==> src/rtl/usb_tx_pkg.sv <==
// Shared types and constants for the USB full-speed transmit serializer.
package usb_tx_pkg;

  typedef enum logic [2:0] {
    IDLE,
    SYNC,
    DATA,
    STUFF,
    EOP_SE0,
    EOP_J
  } tx_state_t;

  localparam logic [7:0] SYNC_BYTE = 8'h80;

  // Line states as {d_plus, d_minus}
  localparam logic [1:0] LINE_J   = 2'b10;
  localparam logic [1:0] LINE_K   = 2'b01;
  localparam logic [1:0] LINE_SE0 = 2'b00;

  // Bit timer width, enough for BIT_PERIOD up to 16
  localparam int unsigned TMR_W = 4;

  // NRZI: a 0 toggles J/K, a 1 holds the line
  function automatic logic [1:0] nrzi(input logic [1:0] line, input logic b);
    if (b) return line;
    return (line == LINE_J) ? LINE_K : LINE_J;
  endfunction

endpackage

==> src/rtl/usb_tx_serializer_if.sv <==
// Byte handshake between the TX packet controller and the serializer.
interface usb_tx_serializer_if;
  logic       tx_start;
  logic [7:0] tx_data;
  logic       tx_last;
  logic       data_valid;
  logic       data_ready;

  modport master (output tx_start, tx_data, tx_last, data_valid, input data_ready);
  modport slave  (input tx_start, tx_data, tx_last, data_valid, output data_ready);
endinterface

==> src/rtl/flex_counter.sv <==
// Generic up-counter with synchronous clear and programmable rollover.
module flex_counter #(
  parameter int unsigned NUM_CNT_BITS = 4
) (
  input  logic                    clk,
  input  logic                    rst,
  input  logic                    clear,
  input  logic                    count_enable,
  input  logic [NUM_CNT_BITS-1:0] rollover_val,
  output logic [NUM_CNT_BITS-1:0] count_out,
  output logic                    rollover_flag_c
);

  logic [NUM_CNT_BITS-1:0] count_q, count_d;

  // Next count: clear wins, otherwise wrap at rollover_val
  always_comb begin
    count_d = count_q;
    if (clear) begin
      count_d = '0;
    end else if (count_enable) begin
      count_d = (count_q == rollover_val) ? '0 : count_q + NUM_CNT_BITS'(1);
    end
  end

  // Count register
  always_ff @(posedge clk) begin
    if (rst) count_q <= '0;
    else     count_q <= count_d;
  end

  assign count_out       = count_q;
  assign rollover_flag_c = (count_q == rollover_val);

endmodule

==> src/rtl/usb_tx_serializer.sv <==
// USB FS transmit serializer: SYNC, bit stuffing, NRZI, EOP on d_plus/d_minus.
module usb_tx_serializer
  import usb_tx_pkg::*;
#(
  parameter int unsigned BIT_PERIOD = 8,
  parameter int unsigned STUFF_LEN  = 6
) (
  input  logic                 clk,
  input  logic                 rst,
  usb_tx_serializer_if.slave   bus,
  output logic                 d_plus,
  output logic                 d_minus,
  output logic                 tx_busy,
  output logic                 tx_done,
  output logic                 tx_error
);

  tx_state_t        state_q, state_d, ret_q, ret_d;
  logic [7:0]       sr_q, sr_d, hold_q, hold_d;
  logic [2:0]       idx_q, idx_d, ones_q, ones_d;
  logic [1:0]       line_q, line_d;
  logic             last_q, last_d, hold_last_q, hold_last_d, have_q, have_d;
  logic             ready_q, ready_d, busy_q, busy_d, done_q, done_d, err_q, err_d;
  logic [TMR_W-1:0] timer;
  logic             roll_c, wrap, xfer;
  logic             go_next, send, bit_v, load, load_last;
  logic [7:0]       load_byte;
  logic [2:0]       ones_base;

  // Bit timer runs whenever a packet is on the wire
  flex_counter #(.NUM_CNT_BITS(TMR_W)) u_bit_timer (
    .clk            (clk),
    .rst            (rst),
    .clear          (state_q == IDLE),
    .count_enable   (state_q != IDLE),
    .rollover_val   (TMR_W'(BIT_PERIOD - 1)),
    .count_out      (timer),
    .rollover_flag_c(roll_c)
  );

  assign wrap = roll_c && (state_q != IDLE);
  assign xfer = bus.data_valid && ready_q;

  // Next-state, shift path, line encoding and handshake
  always_comb begin
    state_d     = state_q;
    ret_d       = ret_q;
    sr_d        = sr_q;
    idx_d       = idx_q;
    ones_d      = ones_q;
    line_d      = line_q;
    last_d      = last_q;
    hold_d      = hold_q;
    hold_last_d = hold_last_q;
    have_d      = have_q;
    err_d       = 1'b0;
    done_d      = 1'b0;
    go_next     = 1'b0;
    send        = 1'b0;
    bit_v       = 1'b0;
    load        = 1'b0;
    load_byte   = hold_q;
    load_last   = hold_last_q;
    ones_base   = ones_q;

    if (xfer) begin
      hold_d      = bus.tx_data;
      hold_last_d = bus.tx_last;
      have_d      = 1'b1;
    end

    case (state_q)
      IDLE: begin
        line_d = LINE_J;
        if (bus.tx_start) begin
          state_d   = SYNC;
          sr_d      = SYNC_BYTE;
          idx_d     = 3'd0;
          last_d    = 1'b0;
          have_d    = 1'b0;
          ones_base = 3'd0;
          send      = 1'b1;
          bit_v     = SYNC_BYTE[0];
        end
      end
      SYNC, DATA: begin
        if (wrap) begin
          if (ones_q == 3'(STUFF_LEN)) begin
            state_d = STUFF;
            ret_d   = state_q;
            line_d  = nrzi(line_q, 1'b0);
            ones_d  = 3'd0;
          end else begin
            go_next = 1'b1;
          end
        end
      end
      STUFF: begin
        if (wrap) go_next = 1'b1;
      end
      EOP_SE0: begin
        if (wrap) begin
          if (idx_q == 3'd0) begin
            idx_d = 3'd1;
          end else begin
            state_d = EOP_J;
            line_d  = LINE_J;
          end
        end
      end
      EOP_J: begin
        if (timer == TMR_W'(BIT_PERIOD - 2)) done_d = 1'b1;
        if (wrap) state_d = IDLE;
      end
      default: state_d = IDLE;
    endcase

    // Advance to the next bit of the byte, or cross the byte boundary
    if (go_next) begin
      if (idx_q != 3'd7) begin
        state_d = (state_q == STUFF) ? ret_q : state_q;
        idx_d   = idx_q + 3'd1;
        sr_d    = {1'b0, sr_q[7:1]};
        send    = 1'b1;
        bit_v   = sr_q[1];
      end else if (last_q) begin
        state_d = EOP_SE0;
        idx_d   = 3'd0;
        line_d  = LINE_SE0;
      end else if (xfer) begin
        load      = 1'b1;
        load_byte = bus.tx_data;
        load_last = bus.tx_last;
      end else if (have_q) begin
        load = 1'b1;
      end else begin
        err_d   = 1'b1;
        state_d = EOP_SE0;
        idx_d   = 3'd0;
        line_d  = LINE_SE0;
      end
    end

    if (load) begin
      state_d = DATA;
      idx_d   = 3'd0;
      sr_d    = load_byte;
      last_d  = load_last;
      have_d  = 1'b0;
      send    = 1'b1;
      bit_v   = load_byte[0];
    end

    // Put a data bit on the line and track the run of 1s
    if (send) begin
      line_d = nrzi(line_q, bit_v);
      if (!bit_v)                         ones_d = 3'd0;
      else if (ones_base == 3'(STUFF_LEN)) ones_d = ones_base;
      else                                ones_d = ones_base + 3'd1;
    end

    ready_d = (state_d inside {SYNC, DATA, STUFF}) && (idx_d == 3'd7) && !last_d && !have_d;
    busy_d  = (state_d != IDLE);
  end

  // State and output registers
  always_ff @(posedge clk) begin
    if (rst) begin
      state_q     <= IDLE;
      ret_q       <= IDLE;
      sr_q        <= '0;
      idx_q       <= '0;
      ones_q      <= '0;
      line_q      <= LINE_J;
      last_q      <= 1'b0;
      hold_q      <= '0;
      hold_last_q <= 1'b0;
      have_q      <= 1'b0;
      ready_q     <= 1'b0;
      busy_q      <= 1'b0;
      done_q      <= 1'b0;
      err_q       <= 1'b0;
    end else begin
      state_q     <= state_d;
      ret_q       <= ret_d;
      sr_q        <= sr_d;
      idx_q       <= idx_d;
      ones_q      <= ones_d;
      line_q      <= line_d;
      last_q      <= last_d;
      hold_q      <= hold_d;
      hold_last_q <= hold_last_d;
      have_q      <= have_d;
      ready_q     <= ready_d;
      busy_q      <= busy_d;
      done_q      <= done_d;
      err_q       <= err_d;
    end
  end

  assign bus.data_ready = ready_q;
  assign d_plus         = line_q[1];
  assign d_minus        = line_q[0];
  assign tx_busy        = busy_q;
  assign tx_done        = done_q;
  assign tx_error       = err_q;

endmodule

==> src/flat_wrapper.sv <==
// flat-port wrapper written by rule: the top's interface ports become plain ports
module usb_tx_serializer_flat import usb_tx_pkg::*;
#(
  parameter int unsigned BIT_PERIOD = 8,
  parameter int unsigned STUFF_LEN  = 6
)
  (clk, rst, d_plus, d_minus, tx_busy, tx_done, tx_error, bus_tx_start, bus_tx_data, bus_tx_last, bus_data_valid, bus_data_ready);
  usb_tx_serializer_if bus_i ();
  input  logic clk;
  input  logic rst;
  output logic d_plus;
  output logic d_minus;
  output logic tx_busy;
  output logic tx_done;
  output logic tx_error;
  input wire logic [$bits(bus_i.tx_start)-1:0] bus_tx_start;
  input wire logic [$bits(bus_i.tx_data)-1:0] bus_tx_data;
  input wire logic [$bits(bus_i.tx_last)-1:0] bus_tx_last;
  input wire logic [$bits(bus_i.data_valid)-1:0] bus_data_valid;
  output wire logic [$bits(bus_i.data_ready)-1:0] bus_data_ready;
  assign bus_i.tx_start = bus_tx_start;
  assign bus_i.tx_data = bus_tx_data;
  assign bus_i.tx_last = bus_tx_last;
  assign bus_i.data_valid = bus_data_valid;
  assign bus_data_ready = bus_i.data_ready;
  usb_tx_serializer #(.BIT_PERIOD(BIT_PERIOD), .STUFF_LEN(STUFF_LEN)) u_core (.clk(clk), .rst(rst), .bus(bus_i), .d_plus(d_plus), .d_minus(d_minus), .tx_busy(tx_busy), .tx_done(tx_done), .tx_error(tx_error));
endmodule
==> config.mk <==
export PLATFORM = sky130hd
export DESIGN_NAME = usb_tx_serializer_flat
export DESIGN_NICKNAME = d
export VERILOG_FILES = /design/src/rtl/usb_tx_pkg.sv /design/src/rtl/usb_tx_serializer_if.sv /design/src/rtl/flex_counter.sv /design/src/rtl/usb_tx_serializer.sv /design/src/flat_wrapper.sv
export SDC_FILE = /design/constraint.sdc
export NUM_CORES = 1
export LEC_CHECK = 0
export CAP_MARGIN = 20
export CORE_MARGIN = 4
export CORE_UTILIZATION = 58
export CTS_CLUSTER_SIZE = 20
export DETAILED_ROUTE_END_ITERATION = 8
export PLACE_DENSITY = 0.8
export SYNTH_ARGS = -nofsm -noshare
export SYNTH_HDL_FRONTEND = slang
export SYNTH_HIERARCHICAL = 1
export SYNTH_SLANG_ARGS = --single-unit
==> constraint.sdc <==
create_clock -name clk -period 3.68 [get_ports clk]
set_clock_uncertainty 0.2 [all_clocks]
set_input_delay 0.368 -clock clk [delete_from_list [all_inputs] [get_ports clk]]
set_output_delay 0.368 -clock clk [all_outputs]
set_load 0.01 [all_outputs]
After elaboration in Yosys (flattened, before gate mapping). Cells that the tools add are included.

Bits in read-only memories: 0. Bits of input ports: 13. Output and inout bits: 6. RAM bits: 0. Logic and storage cells: 144. Latch bits: 0. Memories: 0. Register bits: 41.

Mux-type cells: 87. Add/subtract/negate cells: 3. $lt $le $gt $ge: 0. Bitwise gates (word level): 2. Divide/modulo/power cells: 0. Reductions and logical operators: 21. Multiply operators: 0. Shift operators: 0. Equal/unequal tests: 16.

Operators by type and width (number): $mux W3 (30); $mux W8 (9); $mux W1 (31); $mux W2 (12); $eq A3 B3 Y1 const B (5); $pmux W3 S5 (1); $eq A3 B2 Y1 const B (4); $reduce_bool A3 Y1 (3); $eq A4 B3 Y1 const B (2); $add A3 B1 Y3 const B (2); $eq A3 B1 Y1 const B (2); $logic_not A3 Y1 (2); $ne A3 B3 Y1 const B (2); $pmux W2 S3 (1); $pmux W3 S2 (1); $reduce_and A3 Y1 (2); $reduce_bool A2 Y1 (3); $reduce_or A2 Y1 (3); $logic_and A1 B1 Y1 (5); $reduce_or A5 Y1 (1); $add A4 B1 Y4 const B (1); $mux W4 (1); $eq A2 B2 Y1 const B (1); $logic_not A1 Y1 (2); 2 further kinds (3).

Depth between registers and ports, before layout. Gate-level depths: netlist of the first run.

Depth after elaboration: 15. Mapped depth: 9. Gate-level depth less buffers: 7.

Cells and area by module. The synthesis of the first run kept the hierarchy.

Modules (own cells, without submodules): usb_tx_serializer (area each 2000.7 um^2, cells each 258, times used 1, sequential area each 720.7 um^2); flex_counter (area each 307.8 um^2, cells each 28, times used 1, sequential area each 80.1 um^2).

Least setup slack after synthesis of the first run. OpenSTA, ideal clock, no wires.

Path type: register to register. Start: register u_core.u_bit_timer.count_q[1] (netlist: u_core/u_bit_timer/count_out[1]). End: register u_core.ones_q[2]. Buffers on the path: 1. Arrival time: 2.398 ns. Cell stages (with the launch flop): 9. Library setup time: 0.070 ns. Required time: 3.410 ns. Path slack: 1.011 ns. Cells stage by stage: dfxtp_1 -> xor2_2 -> nor4_2 -> buf_2 -> nand2b_1 -> a2111oi_4 -> a32oi_2 -> or3_1 -> a21oi_1.

Cells in the longest elaborated chain, start to end: 8.

Ends and longest elaborated chain: from (decl) (line flex_counter.sv:14) `logic [NUM_CNT_BITS-1:0] count_q, count_d;`; from (signal assigned) (line flex_counter.sv:29) `else count_q <= count_d;`; $eq A4 B3 Y1 (*) (line flex_counter.sv:33) `assign rollover_flag_c = (count_q == rollover_val);`; via u_core.roll_c (line usb_tx_serializer.sv:25) `logic roll_c, wrap, xfer;`; $logic_and A1 B1 Y1 (*) (line usb_tx_serializer.sv:41) `assign wrap = roll_c && (state_q != IDLE);`; $mux W1, on equally long branches (line usb_tx_serializer.sv:99, usb_tx_serializer.sv:87); $pmux W1 S2 (line usb_tx_serializer.sv:72) `case (state_q)`; $mux W1 or $mux W8 (tied branches) (line usb_tx_serializer.sv:119) `if (go_next) begin`; $mux W1 (line usb_tx_serializer.sv:144) `if (load) begin`; $reduce_bool A2 Y1 (no line) or $mux W3 (tied branches); $reduce_and A3 Y1 (no line) or $mux W3 (tied branches); to (signal assigned) (line usb_tx_serializer.sv:188) `ones_q <= ones_d;`; to (decl) (line usb_tx_serializer.sv:20) `logic [2:0] idx_q, idx_d, ones_q, ones_d;`.

Mark *: on every way through the listed nets, which the timed path passes. The rest lies on a longest branch. A chain may end at the register's enable or synchronous reset.

Worst setup path after layout of the first run. Ends and elaborated chain as after synthesis.

==> metrics.txt, run 1 <==
worst-case vdd ir drop=234 uV; CP cell instances=xor2_2, nor4_2, buf_4, nand2b_1, a2111oi_4, buf_4, a32oi_2, or3_1, a21oi_1; Sw Share=0.238; hold_sp=u_core/hold_q[6]; DRT Pass-1 Iters=4; Hold EP=u_core/hold_q[6]; wire length per cell=14.8 um; ys flop type=dfxtp_1; Area Overhead vs Synth=14.6%; Crit Reg-Reg Endpoint=u_core/ones_q[2]; status=finished clean; Post-CTS Setup Inserts=0; IO Count=19; Cells after DPL=343; chip width=between 70 and 80 um; Layout Nets=between 300 and 400; CTS tree=yes; dpl hpwl=3640 um; average instance area after synthesis=8.07 um2; Req. time, crit path=3.71 ns; post-detailed-route count of antenna-violating nets=0; RSZ-0062 raised after global routing=no; Hold WC Path Type=register to register; largest net degree at the start of global routing=28; Slew @ Worst Pin=~0.64 ns; Iter 0 DRT Violations=191; Ys Warns=6; total of max-cap violations=0; Tmin final=~2.9 ns; Leak=0.972 nW; FFs w/ async S/R, synth=0; die area=5050 um2; drt via density=between 5 and 6; Final Non-Filler Cells=between 300 and 400; sw power=219 uW; most used cell, CP=buf_4; Slew Limit Fails=0; final WL=5190 um; via count=2,101; P per Cell Area=348 nW/um2; Synth area leader=dfxtp_1; hold depth=2; R2R setup slack=slightly above 0.8 ns; clock root buffer=clkbuf_8; Worst-path clk slew=0.08 ns; initial antenna violation count=0; H-tree levels=2; area share of the largest cell type after synthesis=0.347; Seq pwr share=0.486; first-pass GRT wire length=between 8000 and 9000 um; CP Launch Point=u_core/u_bit_timer/count_out[1]; slowest stage cell on the critical path=dfxtp_1; Die Ht=71.1 um; Total Routing Usage GR=0.213; r2r worst-path depth=9; share of cells above drive strength 1=0.0891; n_diodes=0; core area=between 3000 and 4000 um2; Internal Power=701 uW; vias in the first global route=1,872; EDFF count, synth=0; Achievable Freq=approximately 0.35 GHz; Worst path max stage delay=0.45 ns; Combinational Power Share=0.101; Clk Latency, worst-skew pair=0.30 ns; Fill cells=314; Seq cells post-synth=40; Syn Inst Count=286; Hold-fix buffers, CTS=0; worst-case clock buffer depth=2; Reg-to-Reg Start=u_core/u_bit_timer/count_out[1]; CP Class=register to register; Setup Viol. Count Final=0; synth unique cells=60; final hold vios=0; worst endpoint data arrival time=2.90 ns; PostCTS Resize Cnt=0; gr ovfl total=0; final core utilization=0.707; post-route setup TNS=0 ns; part of the Yosys area used for sequential elements=0.347; Buffers on Ports=18; CP max FO=18; Critical Path Start Type=register; CTS Buf Count=5; Mapped Area=between 2000 and 2500 um2; Clk pwr share=0.413; DRC=0; RePlAce Congestion=0.870; Initial Util=0.617; Final Cycle Share=0.779; slew margin rel.=0.571; top post-synthesis cells by area=dfxtp_1 (35%), a21oi_1 (7.4%), nand2_1 (4.7%), nor2_1 (3.9%), ha_1 (3.3%); Num Clock Sinks=40; row cnt=22; CP Capture Type=register
## cell type report
| type | count | area, um2 | area share |
|---|---|---|---|
| inverter | 10 | 37.5 | 0.0142 |
| timing repair buffer | 24 | 225 | 0.0851 |
| clock buffer | 6 | 82.6 | 0.0312 |
| multi-input combinational | 221 | 1400 | 0.530 |
| sequential | 40 | 801 | 0.303 |
| tap | 48 | 60.1 | 0.0227 |
| clock inverter | 2 | 38.8 | 0.0147 |
## cell usage in the layout, fill, tap and decap left out, types with 2 or more instances in the layout
cell             count
a31oi_1              4
and2_1               3
conb_1               4
nor3_1               5
nor2_1              24
a211oi_2             2
o21ai_0             14
a21o_1               2
and3_1               3
a2bb2oi_1            2
nand2b_1             9
nor4_1               2
o21ai_1              3
a211o_1              2
inv_1               10
mux2i_1              3
ha_1                 6
nand2_1             29
nor4b_1              2
buf_4                6
o41ai_1              5
nand3_1             11
or2_2                2
a41o_1               2
nand4_1              3
a311oi_1             2
xor2_2               4
clkdlybuf4s50_1     18
or2b_1               3
a21oi_1             34
or3_1                3
a211oi_1             4
nor2b_1              5
clkbuf_8             6
dfxtp_1             40
## per-stage QoR
stage / power (mW) / cell area [um2] / hold WS (ns) / setup slack [ns]
2_1_floorplan: 0.514 / 2320 / 0.240 / 1.01
4_1_cts: 0.927 / 2650 / 0.275 / 0.809
3_3_place_gp: 0.548 / 2520 / 0.252 / 0.744
5_1_grt: 0.957 / 2650 / 0.294 / 0.605
3_5_place_dp: 0.549 / 2520 / 0.262 / 0.664
6_report: 0.920 / 2650 / 0.278 / 0.812
## state kept, by name, summed over array words and instances (netlist names)
name,cells
u_core/bus.data_ready,1
u_core/have_q,1
u_core/hold_last_q,1
u_core/hold_q,8
u_core/idx_q,3
u_core/last_q,1
u_core/line_q,2
u_core/ones_q,3
u_core/ret_q,3
u_core/sr_q,7
u_core/state_q,3
u_core/tx_busy,1
u_core/tx_done,1
u_core/tx_error,1
u_core/u_bit_timer/count_out,4
## worst max-delay path, delay by kind of cell, from the launching register on
family	cells	cell delay, ns
AO/OA/AOI/OAI	3	0.62
XOR/XNOR	1	0.15
flip-flops	1	0.45
buffers and inverters	2	0.50
AND/OR/NAND/NOR	3	0.88
## worst max-delay path by stage
| stage | to | slack, ns |
|---|---|---|
| 2_1_floorplan | u_core/ones_q[2] | 1.01 |
| 3_3_place_gp | u_core/ones_q[2] | 0.74 |
| 3_5_place_dp | u_core/ones_q[2] | 0.66 |
| 4_1_cts | u_core/ones_q[2] | 0.81 |
| 5_1_grt | u_core/ones_q[2] | 0.60 |
| 6_report | u_core/ones_q[2] | 0.81 |
## cells in the mapped netlist (2+ instances only)
master,instances
or2b_1,3
buf_2,4
a211oi_1,4
a211o_1,2
a211oi_2,2
and2_1,3
nor4b_1,2
or2_2,2
nand3_1,11
xor2_2,4
a41o_1,2
or3_1,3
nor2_1,24
ha_1,6
inv_1,10
o41ai_1,5
nor2b_1,5
a31oi_1,4
nor3_1,5
o21ai_0,14
conb_1,2
a21oi_1,34
and3_1,3
a311oi_1,2
o21ai_1,3
a2bb2oi_1,2
a21o_1,2
nand2_1,29
clkbuf_1,11
mux2i_1,3
nor4_1,2
dfxtp_1,40
nand2b_1,9
nand4_1,3
## routing by layer
layer	routed length (um)	global-route usage
met3	352	0.0554
met4	127	0.0814
met1	2460	0.290
met5	0	0
met2	2250	0.322
## kinds of logic (layout without fill, tap and decap cells)
family | after synthesis | in the layout | synth area share
muxes | 4 | 4 | 0.0179
other | 2 | 4 | 0.00325
DFF | 40 | 40 | 0.347
adders and majority gates | 6 | 6 | 0.0325
xor gates and xnor gates | 6 | 6 | 0.0358
buffers and inverters | 27 | 42 | 0.0493
and+or+nand+nor | 114 | 114 | 0.260
AOI/OAI and AO/OA | 87 | 87 | 0.254
## power by group through the flow
stage	registers, mW	clock network [mW]	logic (mW)
after global placement	0.457	0	0.0907
after detailed placement	0.457	0	0.0917
after floorplan	0.454	0	0.0600
final	0.447	0.380	0.0933
after CTS	0.447	0.387	0.0926
after global routing	0.448	0.406	0.103
Note: power is estimated with default switching activity, not from simulation.
==> inputs of run 2 (changes only) <==
Clock period 3.68 ns to 2.85 ns, I/O delays scaled along.
==> metrics.txt, run 2 (synthesized netlist as in run 1, its figures left out) <==
CP max FO=6 (-12); Critical Path Start Type=register; CP delay by family, top=simple AND/OR/NAND/NOR gates; worst endpoint data arrival time=2.70 ns (-0.20 ns); slowest stage cell on the critical path=dfxtp_1; Layout Nets=329 (+2.5%); vias in the first global route=1,981 (+5.8%); row cnt=22 (unchanged); RePlAce Congestion=0.926 (+6.4%); final worst setup slack=0.186 ns (-0.625 ns); chip width=71.1 um (unchanged); DRC=0 (unchanged); final hold vios=0 (unchanged); CP Capture Type=register; wire length per cell=15.0 um (+1.5%); Iter 0 DRT Violations=145 (-24%); Largest register FFs=8 (unchanged); Hold WC Path Type=register to register; H-tree levels=2 (unchanged); Worst path max stage delay=0.44 ns (about the same); post-route setup TNS=0 ns (unchanged); dpl hpwl=3880 um (+6.6%); worst-case clock buffer depth=2 (unchanged); Final Cycle Share=0.935 (+0.155); status=finished clean; CTS tree=yes; final WL=5390 um (+3.8%); RSZ-0062 raised after global routing=no; Clk Latency, worst-skew pair=0.29 ns (about the same); Initial Util=0.617 (unchanged); Die Ht=71.1 um (unchanged); CTS Buf Count=5 (unchanged); post-detailed-route count of antenna-violating nets=0 (unchanged); DRT Pass-1 Iters=5 (+1); total of max-cap violations=0 (unchanged); Worst-path clk slew=0.08 ns (about the same); Num Clock Sinks=40 (unchanged); total power=1.17 mW (+28%); buffer and inverter count on the worst path=1 (-1); Clk pwr share=0.400 (-0.013); Seq pwr share=0.490 (+0.004); commonest non-fill, non-tap cell in the layout=dfxtp_1; Setup Viol. Count Final=0 (unchanged); Area Overhead vs Synth=17.2%; Sw Share=0.244 (+0.00645); IO Count=19 (unchanged); drt via density=6.05 (+1.1%); Combinational Power Share=0.110 (+0.009); largest net degree at the start of global routing=27 (-3.6%); die area=5050 um2 (unchanged); Tmin final=2.66 ns (-0.205 ns); slew margin rel.=0.540 (-0.0315); P per Cell Area=434 nW/um2 (+25%); most frequent cells in the layout=dfxtp_1 (40), a21oi_1 (34), nand2_1 (29), nor2_1 (24), clkdlybuf4s50_1 (18); Buffers on Ports=18 (unchanged); Leak=1.00 nW (+3.3%); sw power=287 uW (+31%); DP Worst Slack=0.157 ns (-0.506 ns); Internal Power=887 uW (+27%); Slew Limit Fails=0 (unchanged); via count=2,173 (+3.4%); Most flops, register=u_core/hold_q; Achievable Freq=0.375 GHz (+7.7%); Post-CTS Setup Inserts=0 (unchanged); Slew @ Worst Pin=0.688 ns (+0.0471 ns); first-pass GRT wire length=9260 um (+4.8%); share of cells above drive strength 1=0.116 (+0.0266); gr ovfl total=0 (unchanged); Fill cells=322 (+2.5%); Total Routing Usage GR=0.225 (+0.0121); worst-case vdd ir drop=490 uV (+110%); initial antenna violation count=0 (unchanged); Req. time, crit path=2.88 ns (-0.83 ns); n_diodes=0 (unchanged); CP cell instances=xor2_2, nor4_2, nand2b_1, buf_4, a2111oi_4, a32oi_2, or3_1, a21oi_1; CP Class=register to register; clock root buffer=clkbuf_8; core area=3740 um2 (unchanged)
-- run 2: cell types whose count changed in the layout (fill, tap and decap cells not counted), sizes merged --
cell      before  now
clkinv         1    0
clkbuf         6    5
clkinvlp       0    1
inv           10   11
buf            6   14
-- run 2: worst register-to-register path, delay by kind of cell (launching register included) --
family / cells / cell delay [ns]
buffers and inverters: 1 / 0.19
flip-flops: 1 / 0.44
AO/OA/AOI/OAI: 3 / 0.64
AND/OR/NAND/NOR: 3 / 1.00
XOR/XNOR: 1 / 0.14
-- run 2: layer usage --
| layer | track usage | vias to the layer above | wire length (um) |
|---|---|---|---|
| met5 | 0 | - | 0 |
| met4 | 0.0752 | 0 | 98 |
| met3 | 0.0469 | 14 | 328 |
| met2 | 0.334 | 73 | 2420 |
| met1 | 0.324 | 1014 | 2540 |
| li1 | - | 1072 | - |
-- run 2: timing repair --
item	4_1_cts	5_1_grt
resized for setup	0	1
endpoints found under the hold margin	0	0
setup endpoints to repair	0	1
hold buffers	0	0
-- run 2: metrics by stage --
step,instance area (um2),cells,util,hold WS (ns)
5_1_grt,2710,359,0.723,0.300
2_1_floorplan,2320,288,-,0.240
3_5_place_dp,2580,351,0.691,0.265
4_1_cts,2700,359,0.721,0.278
3_3_place_gp,2580,351,0.691,0.260
6_report,2710,359,0.723,0.275
-- run 2: path summary, 6_finish.rpt --
check / start / to / slack (ns) / depth (start not counted)
hold reg to reg: u_core/hold_q[4] / u_core/hold_q[4] / 0.28 / 2
setup / recovery: u_core/u_bit_timer/count_out[1] / u_core/ones_q[2] / 0.19 / 8
hold / removal: u_core/hold_q[4] / u_core/hold_q[4] / 0.28 / 2
setup reg to reg: u_core/u_bit_timer/count_out[1] / u_core/ones_q[2] / 0.19 / 8
-- run 2: final cells by class --
class,instances,area [um2],area share
clock inverters,3,46.3,0.0171
flip-flops and latches,40,801,0.296
multi-input cells,221,1410,0.520
well taps,48,60.1,0.0222
clock buffers,5,68.8,0.0254
inverters,10,37.5,0.0139
repair buffers,32,285,0.105
-- run 2: power by group through the flow --
stage	sequential (mW)	combinational [mW]	clock [mW]
2_1_floorplan	0.586	0.0775	0
3_3_place_gp	0.589	0.125	0
3_5_place_dp	0.589	0.126	0
4_1_cts	0.575	0.127	0.480
5_1_grt	0.578	0.141	0.505
6_report	0.576	0.129	0.470
==> inputs of run 3 (changes only) <==
==> constraint.sdc (replaced) <==
create_clock -name clk -period 2.85 [get_ports clk]
set_clock_uncertainty 0.2 [all_clocks]
set_input_delay 0.7125 -clock clk [delete_from_list [all_inputs] [get_ports clk]]
set_output_delay 0.7125 -clock clk [all_outputs]
set_load 0.01 [all_outputs]
==> metrics.txt, run 3 (synthesized netlist as in run 1, its figures left out) <==
Clk pwr share=0.411 (+0.011); total of max-cap violations=0 (unchanged); first-pass GRT wire length=9470 um (+2.3%); Worst-path clk slew=0.08 ns (about the same); Hold-fix buffers, CTS=0 (unchanged); share of cells above drive strength 1=0.130 (+0.0140); via count=2,225 (+2.4%); final hold vios=0 (unchanged); hold_sp=u_core/hold_q[6]; Buffers on Ports=18 (unchanged); Iter 0 DRT Violations=140 (-3.4%); Internal Power=910 uW (+2.5%); Final Cycle Share=0.947 (+0.0122); Seq pwr share=0.483 (-0.007); commonest non-fill, non-tap cell in the layout=dfxtp_1; P per Cell Area=433 nW/um2 (-0.14%); DRT Pass-1 Iters=5 (unchanged); chip width=71.1 um (unchanged); final WL=5620 um (+4.3%); gr ovfl total=0 (unchanged); Die Ht=71.1 um (unchanged); n_diodes=0 (unchanged); drt via density=6.11 (+0.99%); r2r worst-path depth=7 (-1); CP Capture Type=register; RePlAce Congestion=0.910 (-1.7%); Req. time, crit path=2.88 ns (about the same); Hold WC Path Type=register to register; Slew @ Worst Pin=0.766 ns (+0.0784 ns); RSZ-0062 raised after global routing=no; Worst path max stage delay=0.50 ns (+0.06 ns); CP cell instances=clkdlybuf4s50_1, or4b_1, and2_1, ha_1, and4b_1, or3_1, a21oi_1; row cnt=22 (unchanged); largest net degree at the start of global routing=27 (unchanged); R2R setup slack=0.22 ns (+0.03 ns); H-tree levels=2 (unchanged); core area=3740 um2 (unchanged); Slew Limit Fails=0 (unchanged); Critical Path Start Type=primary input; Initial Util=0.617 (unchanged); sw power=288 uW (+0.28%); wire length per cell=15.5 um (+2.9%); worst endpoint data arrival time=2.73 ns (+0.03 ns); Largest register FFs=8 (unchanged); placed standard-cell area=2620 um2 (+1.5%); worst-case clock buffer depth=2 (unchanged); Num Clock Sinks=40 (unchanged); DRC=0 (unchanged); total power=1.20 mW (+2.0%); IO Count=19 (unchanged); final instance area=2760 um2 (+2.1%); CTS tree=yes; Reg-to-Reg Start=u_core/u_bit_timer/count_out[0]; Combinational Power Share=0.107 (-0.003); crit path to=u_core/ones_q[2]; Crit Reg-Reg Endpoint=u_core/tx_busy; Area Overhead vs Synth=19.7%; vias in the first global route=2,046 (+3.3%); clock root buffer=clkbuf_8; Layout Nets=334 (+1.5%); slew margin rel.=0.487 (-0.0524); final core utilization=0.738 (+0.0154); Clk Latency, worst-skew pair=0.30 ns (about the same); Achievable Freq=0.371 GHz (-1.3%); Leak=1.04 nW (+3.2%); Sw Share=0.240 (-0.00407); CTS Buf Count=5 (unchanged); Total Routing Usage GR=0.233 (+0.00858); initial antenna violation count=0 (unchanged); post-route setup TNS=0 ns (unchanged); post-detailed-route count of antenna-violating nets=0 (unchanged); die area=5050 um2 (unchanged); Tmin final=2.70 ns (+0.0349 ns); Setup Viol. Count Final=0 (unchanged); CP max FO=3 (-3); dpl hpwl=3860 um (-0.37%); CP Class=primary input to register; CP Launch Point=bus_tx_start; Cells after DPL=356 (+1.4%); most frequent cells in the layout=dfxtp_1 (40), a21oi_1 (34), nand2_1 (29), nor2_1 (24), buf_4 (19); Most flops, register=u_core/hold_q; status=finished clean; worst-case vdd ir drop=277 uV (-43%); slowest stage cell on the critical path=or4b_1; Final Non-Filler Cells=364 (+1.4%)
run 3: layout make-up:
type                       instances  area, um2
tap                               48       60.1
inverter                          10       37.5
clock inverter                     2       38.8
timing repair buffer              37        323
sequential                        40        801
fill                             317        981
multi-input combinational        221       1420
clock buffer                       6       82.6
run 3: power groups by stage:
| stage | clock (mW) | sequential (mW) | combinational [mW] |
|---|---|---|---|
| floorplan | 0 | 0.586 | 0.0775 |
| global placement | 0 | 0.590 | 0.121 |
| detailed placement | 0 | 0.591 | 0.121 |
| CTS | 0.501 | 0.578 | 0.123 |
| global route | 0.527 | 0.579 | 0.141 |
| finish | 0.492 | 0.578 | 0.128 |
run 3: timing repair:
| action | CTS | global route |
|---|---|---|
| endpoints found under the setup margin | 0 | 2 |
| gates resized for setup | 0 | 3 |
| endpoints found under the hold margin | 0 | 0 |
| setup buffers | 0 | 0 |
run 3: per-layer routing:
metal | GRT usage | part of all wire | up-vias
li1 | - | - | 1081
met1 | 0.315 | 0.44 | 1040
met2 | 0.358 | 0.45 | 89
met3 | 0.0568 | 0.075 | 15
met4 | 0.0939 | 0.030 | 0
met5 | 0 | 0 | -
run 3: how the worst min path moves through the flow:
stage                        to  slack, ns  cells after the start
2_1_floorplan  u_core/hold_q[1]       0.24                      2
3_5_place_dp   u_core/hold_q[6]       0.25                      2
6_report       u_core/hold_q[6]       0.28                      2
3_3_place_gp   u_core/hold_q[6]       0.25                      2
4_1_cts        u_core/hold_q[6]       0.26                      2
5_1_grt        u_core/hold_q[6]       0.30                      2
run 3: through the flow:
stage	hold WS (ns)	setup slack [ns]
finish	0.276	0.151
global route	0.302	0.0547
CTS	0.264	0.118
detailed placement	0.252	-0.133
global placement	0.250	-0.0768
floorplan	0.240	0.181
run 3: worst max-delay path, delay by kind of cell:
| kind | cells | cell delay (ns) |
|---|---|---|
| AO/OA/AOI/OAI | 1 | 0.13 |
| adder cells (fa/ha/maj) | 1 | 0.21 |
| buffers and inverters | 1 | 0.47 |
| AND/OR/NAND/NOR | 4 | 1.22 |
